### src/rtl/display_pkg.sv
// Shared definitions for the seven-segment scan path.
// Digit index map, decimal-point position, adjust-pair encoding and small
// helpers used by display_scan. No ports (package).
package display_pkg;

  typedef logic [1:0] digit_idx_t;

  localparam digit_idx_t DIGIT_SEC_ONES = 2'd0;
  localparam digit_idx_t DIGIT_SEC_TENS = 2'd1;
  localparam digit_idx_t DIGIT_MIN_ONES = 2'd2;
  localparam digit_idx_t DIGIT_MIN_TENS = 2'd3;

  localparam digit_idx_t DP_INDEX = 2'd2;

  localparam logic ADJ_SEC = 1'b0;
  localparam logic ADJ_MIN = 1'b1;

  // Pick the BCD nibble for a digit index out of the packed time value.
  function automatic logic [3:0] nibble_at(input logic [15:0] d, input digit_idx_t idx);
    logic [3:0] n;
    case (idx)
      DIGIT_SEC_ONES: n = d[3:0];
      DIGIT_SEC_TENS: n = d[7:4];
      DIGIT_MIN_ONES: n = d[11:8];
      default:        n = d[15:12];
    endcase
    return n;
  endfunction

  // Seconds pair lives at indices 0/1, minutes pair at 2/3, so the upper
  // index bit identifies the pair directly.
  function automatic logic in_adj_pair(input digit_idx_t idx, input logic sel);
    return (idx[1] == ADJ_MIN) ? (sel == ADJ_MIN) : (sel == ADJ_SEC);
  endfunction

endpackage

### src/rtl/display_scan_tick_gen.sv
// tick_gen: modulo-N counter with a single-cycle enable output.
// Ports:
//   src_clk   - clock (rising edge)
//   src_rst_n - synchronous active-low reset
//   clr       - synchronous clear, holds the count at 0 and suppresses tick
//   en        - count enable
//   tick      - high in an enabled cycle where the count equals N-1
module tick_gen #(
  parameter int unsigned N = 4
) (
  input  logic src_clk,
  input  logic src_rst_n,
  input  logic clr,
  input  logic en,
  output logic tick
);

  localparam int unsigned W = (N > 1) ? $clog2(N) : 1;
  localparam logic [W-1:0] LAST = W'(N - 1);

  logic [W-1:0] count;

  assign tick = en & ~clr & (count == LAST);

  always_ff @(posedge src_clk) begin
    if (!src_rst_n || clr) begin
      count <= '0;
    end else if (en) begin
      count <= tick ? '0 : count + W'(1);
    end
  end

endmodule

### src/rtl/display_scan.sv
// display_scan: time-multiplexed scan controller for a 4-digit 7-segment
// display. Walks the digit index 0..3, presents BCD nibble, decimal point
// and blank request for each slot, samples the time value once per frame and
// blinks the digit pair being adjusted.
// Configuration macro: DISPLAY_SCAN_SNAPSHOT_EN (frame-coherent snapshot of
// digits_in; undefined = live per-slot sampling).
// Ports:
//   src_clk, src_rst_n - clock, synchronous active-low reset
//   digits_in[15:0]    - {min_tens, min_ones, sec_tens, sec_ones}
//   adj_en, adj_sel    - adjust mode, pair select (0 = sec, 1 = min)
//   select[1:0]        - current digit index
//   digit_val[3:0]     - BCD nibble for select
//   dp                 - decimal point (index 2 only)
//   blank              - suppress the current digit
//   frame_start        - one-cycle pulse when select becomes 0
module display_scan
  import display_pkg::*;
#(
  parameter int unsigned REFRESH_DIV = 100000,
  parameter int unsigned BLINK_DIV   = 125
) (
  input  logic        src_clk,
  input  logic        src_rst_n,
  input  logic [15:0] digits_in,
  input  logic        adj_en,
  input  logic        adj_sel,
  output logic [1:0]  select,
  output logic [3:0]  digit_val,
  output logic        dp,
  output logic        blank,
  output logic        frame_start
);

  logic        refresh_tick;
  logic        wrap;
  logic        blink_tick;
  logic        blink_phase;
  logic        phase_next;
  digit_idx_t  sel_next;
  logic [3:0]  val_next;
  logic        blank_next;
  logic [15:0] scan_src;

  assign wrap = refresh_tick & (digit_idx_t'(select) == DIGIT_MIN_TENS);

  tick_gen #(.N(REFRESH_DIV)) u_refresh (
    .src_clk   (src_clk),
    .src_rst_n (src_rst_n),
    .clr       (1'b0),
    .en        (1'b1),
    .tick      (refresh_tick)
  );

  tick_gen #(.N(BLINK_DIV)) u_blink (
    .src_clk   (src_clk),
    .src_rst_n (src_rst_n),
    .clr       (~adj_en),
    .en        (wrap),
    .tick      (blink_tick)
  );

`ifdef DISPLAY_SCAN_SNAPSHOT_EN
  logic [15:0] snap;

  always_ff @(posedge src_clk) begin
    if (!src_rst_n) begin
      snap <= '0;
    end else if (wrap) begin
      snap <= digits_in;
    end
  end

  assign scan_src = snap;
`else
  assign scan_src = digits_in;
`endif

  always_ff @(posedge src_clk) begin
    if (!src_rst_n || !adj_en) begin
      blink_phase <= 1'b0;
    end else if (blink_tick) begin
      blink_phase <= ~blink_phase;
    end
  end

  always_comb begin
    sel_next   = digit_idx_t'(select) + 2'd1;
    // Use the phase that will hold for the new frame, so a phase change
    // lines up with the frame boundary instead of lagging one slot.
    phase_next = adj_en & (blink_phase ^ blink_tick);
    // The wrap slot shows the very sample being captured into snap.
    val_next   = wrap ? digits_in[3:0] : nibble_at(scan_src, sel_next);
    blank_next = adj_en & phase_next & in_adj_pair(sel_next, adj_sel);
  end

  always_ff @(posedge src_clk) begin
    if (!src_rst_n) begin
      select      <= '0;
      digit_val   <= '0;
      dp          <= 1'b0;
      blank       <= 1'b0;
      frame_start <= 1'b0;
    end else begin
      frame_start <= wrap;
      if (refresh_tick) begin
        select    <= sel_next;
        digit_val <= val_next;
        dp        <= (sel_next == DP_INDEX);
        blank     <= blank_next;
      end
    end
  end

endmodule
### config.mk
export PLATFORM = sky130hd
export DESIGN_NAME = display_scan
export DESIGN_NICKNAME = d
export VERILOG_FILES = /design/src/rtl/display_pkg.sv /design/src/rtl/display_scan_tick_gen.sv /design/src/rtl/display_scan.sv
export SDC_FILE = /design/constraint.sdc
export NUM_CORES = 1
export LEC_CHECK = 0
export CORE_ASPECT_RATIO = 1.2
export CORE_MARGIN = 8
export CORE_UTILIZATION = 49
export CTS_BUF_LIST = sky130_fd_sc_hd__clkbuf_2
export CTS_CLUSTER_DIAMETER = 40
export DETAILED_ROUTE_END_ITERATION = 10
export GPL_TIMING_DRIVEN = 0
export MAX_ROUTING_LAYER = met4
export PLACE_DENSITY = 0.77
export SLEW_MARGIN = 5
export SYNTH_ARGS = -nofsm -noshare
export SYNTH_HDL_FRONTEND = slang
export SYNTH_SLANG_ARGS = --single-unit
### constraint.sdc
create_clock -name src_clk -period 1.8 [get_ports src_clk]
set_clock_uncertainty 0.05 [all_clocks]
set_input_delay 0.36 -clock src_clk [delete_from_list [all_inputs] [get_ports src_clk]]
set_output_delay 0.36 -clock src_clk [all_outputs]
set_load 0.005 [all_outputs]
# --- Word level (Yosys, flattened, before mapping) ---
# Cells that the tools add are included.
totals:
  reg_bits: 34
  inputBits: 20
  output_inout_bits: 9
  elab_cells: 37
op_classes:
  n_addsub: 3
  n_eq_ne: 5
  muxes: 4
  bitwise: 11
  reduce_logical: 6
ops:
  columns: ["op", "n"]
  rows:
  - ["17-bit by 1-bit adder with 17-bit output, second input constant", 1]
  - ["17-bit equality test, second input constant", 1]
  - ["4-bit one-hot mux with 3 select lines", 1]
  - ["7-bit by 1-bit adder with 7-bit output, second input constant", 1]
  - ["7-bit equality test, second input constant", 1]
  - ["7-bit 2-to-1 mux", 1]
  - ["1-bit AND", 6]
  - ["2-bit equality test, second input constant", 2]
  - ["4-bit 2-to-1 mux", 1]
  - ["1-bit inverter", 4]
  - ["2-bit by 1-bit adder with 2-bit output, second input constant", 1]
  - ["2-bit by 1-bit equality test with 1-bit output, second input constant", 1]
  - ["1-bit zero test", 2]
  - ["2-bit zero test", 1]
  - ["1-bit logical OR", 2]
  - ["2-bit OR reduction", 1]
  - ["1-bit 2-to-1 mux", 1]
  - ["1-bit bitwise XOR", 1]

# --- Depth between registers and ports, before layout ---
depth:
  word_depth: 8
  mapped_depth: 7
  depth_no_buf: 7

# --- Modules after synthesis ---
# A second synthesis with hierarchy kept.
unflattened:
  hier_cells: 191
  hier_area_um2: 1714.1
by_module_without_submodules:
  columns: ["mod", "n_inst", "cells_per_inst", "area_each_um2", "seq_area_each_um2"]
  rows:
  - ["tick_gen (u_refresh)", 1, 91, 793.3, 340.3]
  - ["display_scan", 1, 60, 560.5, 200.2]
  - ["tick_gen (u_blink)", 1, 40, 360.3, 140.1]

# --- Least setup slack after synthesis ---
# Ideal clock, no wire load.
synth_path:
  path_type: "register to register"
  from: "register u_refresh.count[5]"
  to: "register u_blink.count[6]"
  setup_ns: 0.125
  t_arrival_ns: 1.775
  t_required_ns: 1.625
  slack_ns: -0.150
  stages_incl_launch_ff: 7
  path_buffers: 1
  synth_period_minus_slack_ns: 1.950
  path_cell_list: "dfxtp_1 -> or4b_4 -> nor4_4 -> buf_6 -> nand2_4 -> o211ai_1 -> o31ai_1"
synth_via:
  elab_chain_len: 5
synth_rtl:
  columns: ["item", "line", "text"]
  rows:
  - ["from (decl)", "display_scan_tick_gen.sv:21", "logic [W-1:0] count;"]
  - ["from (signal assigned)", "display_scan_tick_gen.sv:29", "count <= tick ? '0 : count + W'(1);"]
  - ["17-bit equality test (*)", "display_scan_tick_gen.sv:23", "assign tick = en & ~clr & (count == LAST);"]
  - ["1-bit AND (*)", "display_scan.sv:44", "assign wrap = refresh_tick & (digit_idx_t'(select) == DIGIT_MIN_TENS);"]
  - ["1-bit AND (2 in series)", "display_scan_tick_gen.sv:23", null]
  - ["7-bit 2-to-1 mux", "display_scan_tick_gen.sv:29", null]
  - ["to (signal assigned)", "display_scan_tick_gen.sv:29", null]
  - ["to (decl)", "display_scan_tick_gen.sv:21", null]
# Every way passes the cells marked *; elsewhere a longest branch is shown, timed or not.
# A chain may end at the register's enable or synchronous reset.

# --- Final worst setup path ---
layout_path:
  from: "register u_refresh.count[14]"
  to: "register blink_phase"
layout_via:
  elab_chain_len: 4
layout_rtl:
  columns: ["item", "line", "text"]
  rows:
  - ["17-bit equality test", "display_scan_tick_gen.sv:23", null]
  - ["1-bit AND", "display_scan.sv:44", null]
  - ["1-bit AND (2 in series)", "display_scan_tick_gen.sv:23", null]
  - ["to (signal assigned)", "display_scan.sv:82", "blink_phase <= ~blink_phase;"]
  - ["to (decl)", "display_scan.sv:37", "logic blink_phase;"]
# No other way between the ends.

==> reports/qor.csv <==
stage;metric;value;unit
run_status;status;finished with violations;
run_status;violations in the final reports;setup timing;
power;maximum vdd drop;0.470;mV
route;DRT Wirelength;4270;µm
power;clock network power share;28.9;%
route;Via Count;1583;
finish;share of layout cells above drive strength 1;24.2;%
setup_path;critical path's largest stage delay;0.56;ns
synthesis;post-synth cell types;39;
route;WL/cell;14.8;µm
finish;filler cell count;264;
placed_design;dpl hpwl;2930;µm
setup_path;Critical Path AT;2.27;ns
sta;post-route clock period utilization;113;%
setup_path;worst r2r path cells;7;
route;met3 wire length;120;µm
synthesis;ys async rst share;0;%
sta;setup TNS;-3.57;ns
sta;Final min period;2.04;ns
global_routing;GRT Util Overall;15.7;%
route;top layer in use;met4;
setup_path;RR Startpoint;u_refresh.count[14];
synthesis;Avg Inst Size Synth;8.70;µm²
setup_path;kind of cell adding the most delay to the critical path;simple AND/OR/NAND/NOR gates;
finish;Final Non-Filler Cells;289;
floorplanning;Initial Utilization;51.4;%
setup_path;Worst EP required;2.02;ns
power;internal power;910;µW
setup_path;element type at the critical path start;flip-flop;
clocking;Bufs on Longest Clock Path;2;
sta;RSZ-0062 raised after global routing;true;
setup_path;endpoint type of the worst setup path;flip-flop;
setup_path;r2r endpoint;blink_phase;
clocking;total clock sinks;34;
global_routing;pin count of the biggest net entering global routing;11;
sta;endpoints failing hold;0;
setup_path;reg2reg setup slack;-0.24;ns
synthesis;synth warn;0;
finish;Layout area overhead;36.8;%
sta;relative slew slack;61.7;%
power;Logic pwr share;7.8;%
global_routing;first-pass GRT wire length;7080;µm
global_routing;vias in the first global route;1601;
floorplanning;die height;81.1;µm
setup_path;CP Launch Point;u_refresh.count[14];
setup_path;worst-path cell chain;or4bb_4 -> nor4_4 -> buf_6 -> buf_8 -> nand3_2 -> xor2_1 -> nor2_1;
power;leak pwr;0.000898;µW
setup_path;CP bufs+invs;2;
power;Sequential Power Share;63.3;%
synthesis;sequential share of the synthesized area;39.3;%
power;Pwr Density;508;nW/µm²
clocking;clk_lat worst skew;0.38;ns
synthesis;post-synth top area cell;dfxtp_1;
route;vias per cell;5.48;
synthesis;Yosys reg bits;34;
route;Iter 0 DRT Violations;88;
sta;max-slew violation count;0;
setup_path;Stages on worst setup path;7;
floorplanning;Die X-Extent;70.3;µm
setup_path;kind of critical path;flip-flop to flip-flop;
clocking;clock-pin slew on the worst setup and hold paths;0.17;ns
placed_design;placed instance count;264;
synthesis;most common cell in the synthesized netlist;dfxtp_1;
placed_design;gpl congestion;0.821;
synthesis;Post-synth EDFFs;0;
synthesis;Mapped Cells;199;
finish;antenna diode count;0;
power;Switching Fraction;24.4;%
sta;Least-Margin Pin Slew;0.569;ns
finish;Core Util, Final;70.4;%
floorplanning;full die area;5700;µm²
synthesis;top post-synthesis cells by count;dfxtp_1 (34), nor2_1 (23), nand3_1 (18);
clocking;TritonCTS Buffers;5;
flow_run;Max Cap Viol;0;
route;1st-pass router iterations;4;
clocking;H-tree depth;2;
sta;Worst Slack Setup Final;-0.241;ns
finish;Total Nets Final;278;
clocking;CTS tree;yes;
sta;final setup fails;28;
clocking;Root Driver;clkbuf_2;
setup_path;Worst path slowest cell;or4bb_4;
setup_path;CP endpoint;blink_phase;
floorplanning;io pins;29;
route;met2 routed WL;2210;µm
placed_design;port bufs;28;
floorplanning;core area;3370;µm²
global_routing;total global routing overflow;0;
synthesis;Syn Nets;226;
floorplanning;Cell Rows;23;
setup_path;Worst Path Max Fanout;8;
route;metal1 wirelength;1810;µm
worst_hold_path;HP Class;flip-flop to flip-flop;
sta;fmax;490;MHz
global_routing;antenna violations before repair;0;
route;number of nets still failing antenna checks after routing;0;
synthesis;top post-synthesis cells by area;dfxtp_1 (39%), xor2_1 (6.1%), nand3_1 (5.2%);
synthesis;mapped cell area;1730;µm²
synthesis;share of the synthesized area in the top cell type;39.3;%
route;Residual DRC;0;
synthesis;Main synth FF type;dfxtp_1;
power;switching power;293;µW
cell usage in the layout (no fill, tap or decap), types with 2 or more instances in the layout:
cell and instances:
nor4_4 2, ha_1 6, nand4b_1 2, o21ai_2 3, clkdlybuf4s50_1 28, xnor2_1 7
o21ai_0 2, o211ai_1 2, clkbuf_1 2, nand4_1 2, a221oi_1 4, buf_6 7
a211o_1 4, nor2b_1 2, a21oi_1 3, xor2_1 12, and2_1 5, inv_1 12
buf_4 12, or4bb_4 2, nand3_2 2, o21ai_1 4, nand3_1 16, clkbuf_2 6
and3_1 3, a31oi_1 5, nor2_1 22, or3_1 2, dfxtp_2 11, nand2_1 16
dfxtp_4 2, dfxtp_1 21
timing repair:
item	4_1_cts	5_1_grt
setup buffers	14	3
hold buffers	0	0
resized for setup	24	19
endpoints found under the hold margin	0	0
pin swaps	5	2
endpoints found under the setup margin	32	33
power by group through the flow:
stage                     logic [µW]  clock network, µW  registers (µW)
after CTS                       90.3                359             763
after detailed placement        83.3                  0             779
after global routing             101                390             764
after global placement          82.2                  0             779
after floorplan                 33.3                  0             778
final                           93.4                348             762
how the worst min path moves through the flow:
stage | start | end | slack [ns] | cells after the start
after floorplan | u_refresh.count[0] | u_refresh.count[0] | 0.37 | 1
after global placement | u_refresh.count[0] | u_refresh.count[0] | 0.38 | 1
after detailed placement | u_refresh.count[0] | u_refresh.count[0] | 0.39 | 1
after CTS | blank | blank | 0.45 | 2
after global routing | blank | blank | 0.46 | 2
final | u_blink.count[6] | u_blink.count[6] | 0.45 | 1
logic make-up (layout without fill, tap and decap cells):
kind of cell / Yosys count / in the layout / synth area share [%]
buf+inv: 18 / 71 / 4.77
fa+ha+maj: 7 / 7 / 5.06
flops: 34 / 34 / 39.3
xor+xnor: 19 / 19 / 9.61
compound gates: 32 / 32 / 12.6
simple gates: 88 / 88 / 28.0
mux: 1 / 1 / 0.578
per-stage QoR:
stage                     setup WS (ns)  cell area, µm²  power [µW]  hold WS, ns
after floorplan                 -0.0985            1740         812        0.368
final                            -0.241            2370        1200        0.454
after global routing             -0.304            2370        1250        0.455
after global placement           -0.297            2070         861        0.383
after CTS                        -0.161            2290        1210        0.447
after detailed placement         -0.337            2070         863        0.393
routing by layer:
metal / vias up / track usage [%]
li1: 804 / -
met2: 25 / 27.5
met4: 0 / 8.65
met3: 12 / 3.17
met1: 742 / 16.2
met5: - / -
flip-flops by register name, indices dropped and copies added (netlist names):
| name | count |
|---|---|
| u_refresh.count | 17 |
| u_blink.count | 7 |
| digit_val | 4 |
| select | 2 |
| blank | 1 |
| blink_phase | 1 |
| dp | 1 |
| frame_start | 1 |
worst reg2reg max path, delay by kind of cell, from the launching register on:
| family | cells | cell delay [ns] |
|---|---|---|
| simple gates | 4 | 1.01 |
| flops | 1 | 0.36 |
| buf+inv | 2 | 0.30 |
| xor+xnor | 1 | 0.22 |
final cells by class:
class                      count  area [µm²]  share of cell area (%)
inverter                      12        45.0                    1.90
multi-input combinational    147        1060                    44.8
clock buffer                   6        30.0                    1.27
sequential                    34         702                    29.6
buffer                         6        45.0                    1.90
clock inverter                 2        8.76                   0.370
timing repair buffer          45         430                    18.2
tap                           37        46.3                    1.95
No activity file was read; power rests on OpenSTA's default activity.
